--- src/rtl/jtag_tap_driver.sv ---
// JTAG host-side sequencer: turns RESET/IDLE/SHIFT_IR/SHIFT_DR commands into TMS/TDI
// streams on TCK, captures TDO and mirrors the target TAP state.
module jtag_tap_driver #(
    parameter int DATA_W = 32,
    parameter int LEN_W  = 6
) (
    input  logic              clk_i,
    input  logic              TRST_i,
    input  logic              cmd_valid_i,
    output logic              cmd_ready_o,
    input  logic [1:0]        cmd_op_i,
    input  logic [LEN_W-1:0]  cmd_len_i,
    input  logic [DATA_W-1:0] cmd_data_i,
    input  logic              TDO_i,
    output logic              TMS_o,
    output logic              TDI_o,
    output logic              rsp_valid_o,
    output logic [DATA_W-1:0] rsp_data_o,
    output logic              busy_o,
    output logic [3:0]        tap_state_o
);

    localparam int IDX_W = $clog2(DATA_W);

    localparam logic [1:0] OP_RESET    = 2'b00;
    localparam logic [1:0] OP_IDLE     = 2'b01;
    localparam logic [1:0] OP_SHIFT_IR = 2'b10;

    localparam logic [3:0] TLR    = 4'h0;
    localparam logic [3:0] RTI    = 4'h1;
    localparam logic [3:0] SEL_DR = 4'h2;
    localparam logic [3:0] CAP_DR = 4'h3;
    localparam logic [3:0] SH_DR  = 4'h4;
    localparam logic [3:0] EX1_DR = 4'h5;
    localparam logic [3:0] PA_DR  = 4'h6;
    localparam logic [3:0] EX2_DR = 4'h7;
    localparam logic [3:0] UPD_DR = 4'h8;
    localparam logic [3:0] SEL_IR = 4'h9;
    localparam logic [3:0] CAP_IR = 4'hA;
    localparam logic [3:0] SH_IR  = 4'hB;
    localparam logic [3:0] EX1_IR = 4'hC;
    localparam logic [3:0] PA_IR  = 4'hD;
    localparam logic [3:0] EX2_IR = 4'hE;
    localparam logic [3:0] UPD_IR = 4'hF;

    typedef enum logic [2:0] {
        S_IDLE,
        S_PREFIX,
        S_NAV,
        S_SHIFT,
        S_EXIT,
        S_DONE
    } state_e;

    function automatic logic [3:0] tap_next_state(input logic [3:0] s, input logic tms);
        logic [3:0] nxt;
        case (s)
            TLR:    nxt = tms ? TLR    : RTI;
            RTI:    nxt = tms ? SEL_DR : RTI;
            SEL_DR: nxt = tms ? SEL_IR : CAP_DR;
            CAP_DR: nxt = tms ? EX1_DR : SH_DR;
            SH_DR:  nxt = tms ? EX1_DR : SH_DR;
            EX1_DR: nxt = tms ? UPD_DR : PA_DR;
            PA_DR:  nxt = tms ? EX2_DR : PA_DR;
            EX2_DR: nxt = tms ? UPD_DR : SH_DR;
            UPD_DR: nxt = tms ? SEL_DR : RTI;
            SEL_IR: nxt = tms ? TLR    : CAP_IR;
            CAP_IR: nxt = tms ? EX1_IR : SH_IR;
            SH_IR:  nxt = tms ? EX1_IR : SH_IR;
            EX1_IR: nxt = tms ? UPD_IR : PA_IR;
            PA_IR:  nxt = tms ? EX2_IR : PA_IR;
            EX2_IR: nxt = tms ? UPD_IR : SH_IR;
            UPD_IR: nxt = tms ? SEL_DR : RTI;
            default: nxt = TLR;
        endcase
        return nxt;
    endfunction

    state_e            state_q;
    logic              tms_q;
    logic              tdi_q;
    logic              cmd_ready_q;
    logic              rsp_valid_q;
    logic [DATA_W-1:0] rsp_data_q;
    logic              busy_q;
    logic [3:0]        tap_state_q;
    logic [1:0]        op_q;
    logic [LEN_W-1:0]  len_q;
    logic [LEN_W-1:0]  cnt_q;
    logic [DATA_W-1:0] data_q;
    logic [DATA_W-1:0] cap_q;

    logic [3:0]        tap_state_d;
    logic [LEN_W-1:0]  len_d;

    // tap_state_d is where the TAP lands on this edge, so decisions made now
    // set the TMS/TDI that the following edge will consume.
    always_comb begin
        tap_state_d = tap_next_state(tap_state_q, tms_q);
        if (cmd_len_i == '0) begin
            len_d = LEN_W'(1);
        end else if (cmd_len_i > LEN_W'(DATA_W)) begin
            len_d = LEN_W'(DATA_W);
        end else begin
            len_d = cmd_len_i;
        end
    end

    always_ff @(posedge clk_i or negedge TRST_i) begin
        if (!TRST_i) begin
            state_q     <= S_IDLE;
            tms_q       <= 1'b1;
            tdi_q       <= 1'b0;
            cmd_ready_q <= 1'b1;
            rsp_valid_q <= 1'b0;
            rsp_data_q  <= '0;
            busy_q      <= 1'b0;
            tap_state_q <= TLR;
            op_q        <= OP_RESET;
            len_q       <= '0;
            cnt_q       <= '0;
            data_q      <= '0;
            cap_q       <= '0;
        end else begin
            tap_state_q <= tap_state_d;
            rsp_valid_q <= 1'b0;
            case (state_q)
                S_IDLE: begin
                    if (cmd_valid_i) begin
                        op_q        <= cmd_op_i;
                        len_q       <= len_d;
                        data_q      <= cmd_data_i;
                        cap_q       <= '0;
                        cnt_q       <= '0;
                        busy_q      <= 1'b1;
                        cmd_ready_q <= 1'b0;
                        if (tap_state_q == TLR && cmd_op_i != OP_RESET) begin
                            tms_q   <= 1'b0;
                            state_q <= S_PREFIX;
                        end else begin
                            tms_q   <= (cmd_op_i != OP_IDLE);
                            state_q <= S_NAV;
                        end
                    end
                end
                S_PREFIX: begin
                    tms_q   <= (op_q != OP_IDLE);
                    state_q <= S_NAV;
                end
                S_NAV: begin
                    case (op_q)
                        OP_RESET: begin
                            if (cnt_q == LEN_W'(4)) begin
                                tms_q   <= 1'b0;
                                state_q <= S_EXIT;
                            end else begin
                                tms_q <= 1'b1;
                                cnt_q <= cnt_q + LEN_W'(1);
                            end
                        end
                        OP_IDLE: begin
                            if (cnt_q == len_q - LEN_W'(1)) begin
                                state_q <= S_DONE;
                            end else begin
                                cnt_q <= cnt_q + LEN_W'(1);
                            end
                        end
                        default: begin
                            case (tap_state_d)
                                SEL_DR: tms_q <= (op_q == OP_SHIFT_IR);
                                SH_DR, SH_IR: begin
                                    tdi_q   <= data_q[0];
                                    tms_q   <= (len_q == LEN_W'(1));
                                    state_q <= S_SHIFT;
                                end
                                default: tms_q <= 1'b0;
                            endcase
                        end
                    endcase
                end
                S_SHIFT: begin
                    cap_q[cnt_q[IDX_W-1:0]] <= TDO_i;
                    if (cnt_q == len_q - LEN_W'(1)) begin
                        tms_q   <= 1'b1;
                        tdi_q   <= 1'b0;
                        state_q <= S_EXIT;
                    end else begin
                        tdi_q  <= data_q[1];
                        data_q <= data_q >> 1;
                        tms_q  <= (cnt_q + LEN_W'(2) == len_q);
                        cnt_q  <= cnt_q + LEN_W'(1);
                    end
                end
                S_EXIT: begin
                    if (tap_state_d == RTI) begin
                        state_q     <= S_DONE;
                        rsp_valid_q <= op_q[1];
                        if (op_q[1]) begin
                            rsp_data_q <= cap_q;
                        end
                    end else begin
                        tms_q <= 1'b0;
                    end
                end
                S_DONE: begin
                    state_q     <= S_IDLE;
                    busy_q      <= 1'b0;
                    cmd_ready_q <= 1'b1;
                end
                default: state_q <= S_IDLE;
            endcase
        end
    end

    assign cmd_ready_o = cmd_ready_q;
    assign TMS_o       = tms_q;
    assign TDI_o       = tdi_q;
    assign rsp_valid_o = rsp_valid_q;
    assign rsp_data_o  = rsp_data_q;
    assign busy_o      = busy_q;
    assign tap_state_o = tap_state_q;

endmodule

--- config.mk ---
export PLATFORM = sky130hd
export DESIGN_NAME = jtag_tap_driver
export DESIGN_NICKNAME = d
export VERILOG_FILES = /design/src/rtl/jtag_tap_driver.sv
export SDC_FILE = /design/constraint.sdc
export NUM_CORES = 1
export LEC_CHECK = 0
export CAP_MARGIN = 0
export CORE_MARGIN = 1
export CORE_UTILIZATION = 40
export CTS_CLUSTER_SIZE = 30
export DETAILED_ROUTE_END_ITERATION = 12
export PLACE_DENSITY = 0.66
export SLEW_MARGIN = 5
export SYNTH_ARGS = -nofsm -noshare
export SYNTH_HDL_FRONTEND = slang
export SYNTH_SLANG_ARGS = --single-unit
--- constraint.sdc ---
create_clock -name clk_i -period 2.28 [get_ports clk_i]
set_clock_uncertainty 0.2 [all_clocks]
set_input_delay 0.456 -clock clk_i [delete_from_list [all_inputs] [get_ports clk_i]]
set_output_delay 0.456 -clock clk_i [all_outputs]
set_load 0.02 [all_outputs]
# Word level (Yosys, flattened, before mapping)
# Cells that the tools add are included.
# W data, S select, Z words.
[op_classes]
n_addsub = 3
n_mul = 0
n_div = 0
magnitude_cmp = 3
eq_ne = 45
shift = 0
muxes = 55
n_bitwise = 0
reduce_logical = 26
[op_table]
columns = ["operator", "count"]
rows = [
  ["$pmux W32 S2", 2],
  ["$mux W32", 3],
  ["$pmux W4 S12", 1],
  ["$eq A4 B4 Y1 const B", 9],
  ["$bwmux W32", 1],
  ["$mux W6", 5],
  ["$mux W3", 8],
  ["$eq A4 B3 Y1 const B", 5],
  ["$pmux W6 S3", 1],
  ["$mux W1", 16],
  ["$mux W4", 4],
  ["$ne A2 B2 Y1 const B", 8],
  ["$pmux W3 S5", 1],
  ["$eq A4 B2 Y1 const B", 3],
  ["$eq A6 B6 Y1", 2],
  ["$ne A3 B3 Y1 const B", 4],
  ["$pmux W6 S2", 1],
  ["$pmux W1 S2", 5],
  ["$reduce_and A3 Y1", 3],
  ["$eq A4 B1 Y1 const B", 2],
  ["$mux W2", 4],
  ["$reduce_and A4 Y1", 2],
  ["$reduce_bool A2 Y1", 4],
  ["$reduce_or A2 Y1", 4],
  ["other kinds (28)", 34],
]
[totals]
register_bits = 122
latch_bits = 0
ram_bits = 0
romBits = 0
inputBits = 44
mem_count = 0

# Longest topological paths before layout
[logic_depth]
ltp_word = 8
mapped_depth = 9
ltp_nobuf = 8

# Least setup slack after synthesis
# No wires, ideal clock.
[synth_path]
path_type = "register -> register"
startpoint = "register len_q[1]"
endpoint = "register cnt_q[3]"
setup_time_ps = 124
arrival_time_ps = 2017
setup_slack_ps = -61
stages_incl_launch_ff = 9
path_buffers = 0
period_less_slack_ps = 2341
cell_sequence = "dfrtp_1 inv_1 ha_1 inv_1 o31ai_1 o2111ai_4 nor3_2 nor2_1 a211o_1"
[synth_via]
elab_chain_len = 5
[synth_rtl]
columns = ["element", "line_no", "rtl"]
rows = [
  ["from (decl)", "88", "logic [LEN_W-1:0] len_q;"],
  ["from (signal assigned)", "131", "len_q <= len_d;"],
  ["$sub A6 B1 Y6 *", "162, 183", ""],
  ["$eq A6 B6 Y1 *", "162, 183", ""],
  ["$mux W6 *", "--", ""],
  ["$pmux W6 S2", "--", ""],
  ["$pmux W6 S3 *", "--", ""],
  ["to (signal assigned)", "158", "cnt_q <= cnt_q + LEN_W'(1);"],
  ["to (signal assigned)", "165", "cnt_q <= cnt_q + LEN_W'(1);"],
  ["to (signal assigned)", "191", "cnt_q <= cnt_q + LEN_W'(1);"],
  ["to (decl)", "89", "logic [LEN_W-1:0] cnt_q;"],
]
# Mark *: on every way between the ends. The rest lies on a longest branch, timed or not.
# A chain may end at the register's enable or synchronous reset.

# Worst setup path in the final report
[layout_path]
startpoint = "register len_q[2]"
endpoint = "register cnt_q[3]"
# The elaborated chain is that of the path after synthesis.

==> metrics.log <==
INFO  metric cp_slowest_cell = sky130_fd_sc_hd__or3_4
INFO  metric finish.utilization = 55.55%
INFO  metric crit_path_start_kind = flop
INFO  metric area_growth = 35.99%
INFO  metric worst-slew-pin-transition = 514.4 ps
INFO  metric criticalPathCategory = reg -> reg
INFO  metric ys_ff_latch = 122
INFO  metric worstReg2RegEnd = cnt_q[3]
INFO  metric fp.coreArea = 15200 um2
INFO  metric clock_sinks = 122
INFO  metric finalSetupViolations = 34
INFO  metric placement.io_buffers = 84
INFO  metric endpoint_kind = flop
INFO  metric sum_of_overflow_across_all_layers_after_global_routing = 0
INFO  metric num_vias = 5367
INFO  metric crit_path_max_fanout = 5
INFO  metric timing.final.max_slew_violations = 0
INFO  metric design_power_total = 10.76 mW
INFO  metric worst_path_largest_cell_delay = 420 ps
INFO  metric yosysWarningCount = 0
INFO  metric rsz0062_at_grt = yes
INFO  metric clk-insertion-delay-late = 420 ps
INFO  metric total_nets_after_synthesis = 710
INFO  metric hold-path-cell-count = 2
INFO  metric cts_root_buffer = sky130_fd_sc_hd__clkbuf_16
INFO  metric synth-async-reset-ratio = 100.0%
INFO  metric tritoncts_clock_tree = done
INFO  metric ctsLongestPathBuffers = 2
INFO  metric failed_checks = negative setup slack
INFO  metric outcome = finished with violations
INFO  metric worst_ep_required_time = 2390 ps
INFO  metric grt_max_degree = 41
INFO  metric placement.setup.worst_slack = -222.5 ps
INFO  metric grt_usage = 20.07%
INFO  metric dpl-instance-area = 7569 um2
INFO  metric rows = 45
INFO  metric dp.cells = 938
INFO  metric timing.reg2reg.setup_slack = -70 ps
INFO  metric power.density_cell_area = 1275 nW/um2
INFO  metric cap_violations = 0
INFO  metric drcViolationCount = 0
INFO  metric gpl.final_weighted_congestion = 0.8493
INFO  metric fin_hold_ws = 267.2 ps
INFO  metric die_width = 126.6 um
INFO  metric drt_pass1_iterations = 5
INFO  metric vdd.ir_drop.worst = 0.6107 mV
INFO  metric clock_transition_at_the_registers_of_the_reported_paths = 60 ps
INFO  metric first_global_vias = 5178
INFO  metric seq_area_frac_synth = 49.20%
INFO  metric final_layout_setup_total_negative_slack = -835.5 ps
INFO  metric drtAntennaViolNets = 0
INFO  metric post-route-cell-area = 8444 um2
INFO  metric synthDominantAreaCellType = sky130_fd_sc_hd__dfrtp_1
INFO  metric antenna_cells = 0
INFO  metric crit_arrival = 2460 ps
INFO  metric timing.critical_path.cells = or3_4 -> o31a_1 -> o2111ai_4 -> nor3_4 -> buf_6 -> o211a_1 -> a211o_1
INFO  metric syn_area = 6210 um2
INFO  metric fillers = 1334
INFO  metric syn-instance-count = 659
INFO  metric cell_depth_of_the_worst_flop_to_flop_path = 7
INFO  metric setup_ws = -74.79 ps
INFO  metric min_path_type = reg -> reg
INFO  metric grt_pass1_wl = 25410 um
INFO  metric hold_end = rsp_data_o[2]
INFO  metric min_period = 2355 ps
INFO  metric fp.dieArea = 16030 um2
INFO  metric maxClockFrequency = 424.7 MHz
INFO  metric slew_headroom = 65.60%
INFO  metric drt-initial-drc-count = 440
INFO  metric synth_top_cells_by_area = sky130_fd_sc_hd__dfrtp_1 (48%), sky130_fd_sc_hd__nand2_1 (9.4%), sky130_fd_sc_hd__o22a_1 (4.7%), sky130_fd_sc_hd__o21a_1 (3.9%), sky130_fd_sc_hd__nand3_1 (3.6%)
INFO  metric yosys.cell_count.top_type = sky130_fd_sc_hd__nand2_1
INFO  metric antenna_found_initial = 0
INFO  metric synth_commonest_cells = sky130_fd_sc_hd__nand2_1 (156), sky130_fd_sc_hd__dfrtp_1 (120), sky130_fd_sc_hd__nand3_1 (45)
INFO  metric post_drt_via_cell_ratio = 5.449
INFO  metric hold_violations = 0
INFO  metric synth.lib_cells_used.distinct = 70
INFO  metric finalNonFillerCells = 985
INFO  metric wl_per_cell = 15.72 um
INFO  metric final_layout_size_suffix_gt1_share = 17.06%
INFO  metric reg2reg_from = len_q[2]
INFO  metric htreeDepth = 4
INFO  metric nets = 836
INFO  metric p_leak = 3.819 nW
INFO  metric synthesis.area_per_instance = 9.423 um2
INFO  metric io_pins = 85
INFO  metric numCtsBuffers = 17
INFO  metric synthFlopType = sky130_fd_sc_hd__dfrtp_1
INFO  metric initial_core_util = 40.85%
INFO  metric fin_crit_sh = 103.3%
INFO  metric synth_edf_count = 0
INFO  metric detailed_placement_wirelength_estimate = 10340 um
INFO  metric totalWireLength = 15480 um
INFO  metric yosys.area.top_type_share = 48.36%
INFO  metric min_delay_src = rsp_data_o[2]
INFO  metric die_height = 126.6 um
-- area by class of cell --
cell class,instances,area (um2),area share [%]
Clock inverter,12,125.1,1.482
Tap cell,188,235.2,2.786
Sequential cell,122,3057,36.20
Timing Repair Buffer,155,1556,18.43
Clock buffer,19,442.9,5.245
Multi-Input combinational cell,477,2983,35.32
Inverter,12,45.04,0.5334
-- cell families after synthesis --
kind of cell	after synthesis	share of synthesized area, %
compound gates	157	19.75
xor+xnor	11	1.552
mux	4	0.7052
simple gates	298	22.89
flops	122	49.20
buf+inv	60	4.493
fa+ha+maj	7	1.410
-- state kept, by name (all words and copies together), names as in the netlist --
signal,flops
TMS_o,1
rsp_data_o,32
TDI_o,1
cap_q,32
cnt_q,6
busy_o,1
data_q,32
op_q,2
rsp_valid_o,1
state_q,3
tap_state_o,4
len_q,6
cmd_ready_o,1
-- placed cells by master, fill, tap and decap left out, drive strengths merged, types with 23 or more instances in the layout --
cell type      netlist  routed
nand2              158     158
dfrtp              120     120
clkdlybuf4s50        0      81
buf                 21      67
nand3               45      45
o22a                33      33
o21a                32      32
o211ai              30      30
nor2                23      23
clkbuf              27      23
-- worst max path at each step --
stage           startpoint        to  cells after the start
2_1_floorplan     len_q[3]  cnt_q[4]                      7
3_3_place_gp   cmd_valid_i   op_q[0]                      7
3_5_place_dp   cmd_valid_i   op_q[0]                      7
4_1_cts           len_q[2]  cnt_q[3]                      7
5_1_grt           len_q[2]  cnt_q[3]                      7
6_report          len_q[2]  cnt_q[3]                      7
-- layer usage --
metal  wire length [um]  GRT usage [%]
met1               7002          25.50
met2               7480          32.40
met3                667          5.188
met4                329          8.646
met5                  0              0
-- critical path, delay by kind of cell (launching register included) --
| kind | cells | cell delay (ps) |
|---|---|---|
| buffers and inverters | 1 | 130 |
| AO/OA/AOI/OAI | 4 | 1030 |
| flip-flops | 1 | 380 |
| AND/OR/NAND/NOR | 2 | 500 |
-- what timing repair did --
item                       in CTS  in global routing
hold buffers                    1                  0
setup endpoints to repair      57                 70
gates resized for setup        10                 13
hold endpoints to repair       18                  0
setup buffers                   1                 10
pin swaps                       6                  7
gates cloned                    0                  4
-- report_power, final --
part           internal [mW]  leakage [nW]  switching, mW
combinational           2.49          1.98           2.55
clock                   1.62         0.275          0.979
sequential              2.72          1.57          0.400
total                   6.83          3.82           3.93
Power figures use the tool's default switching activity.
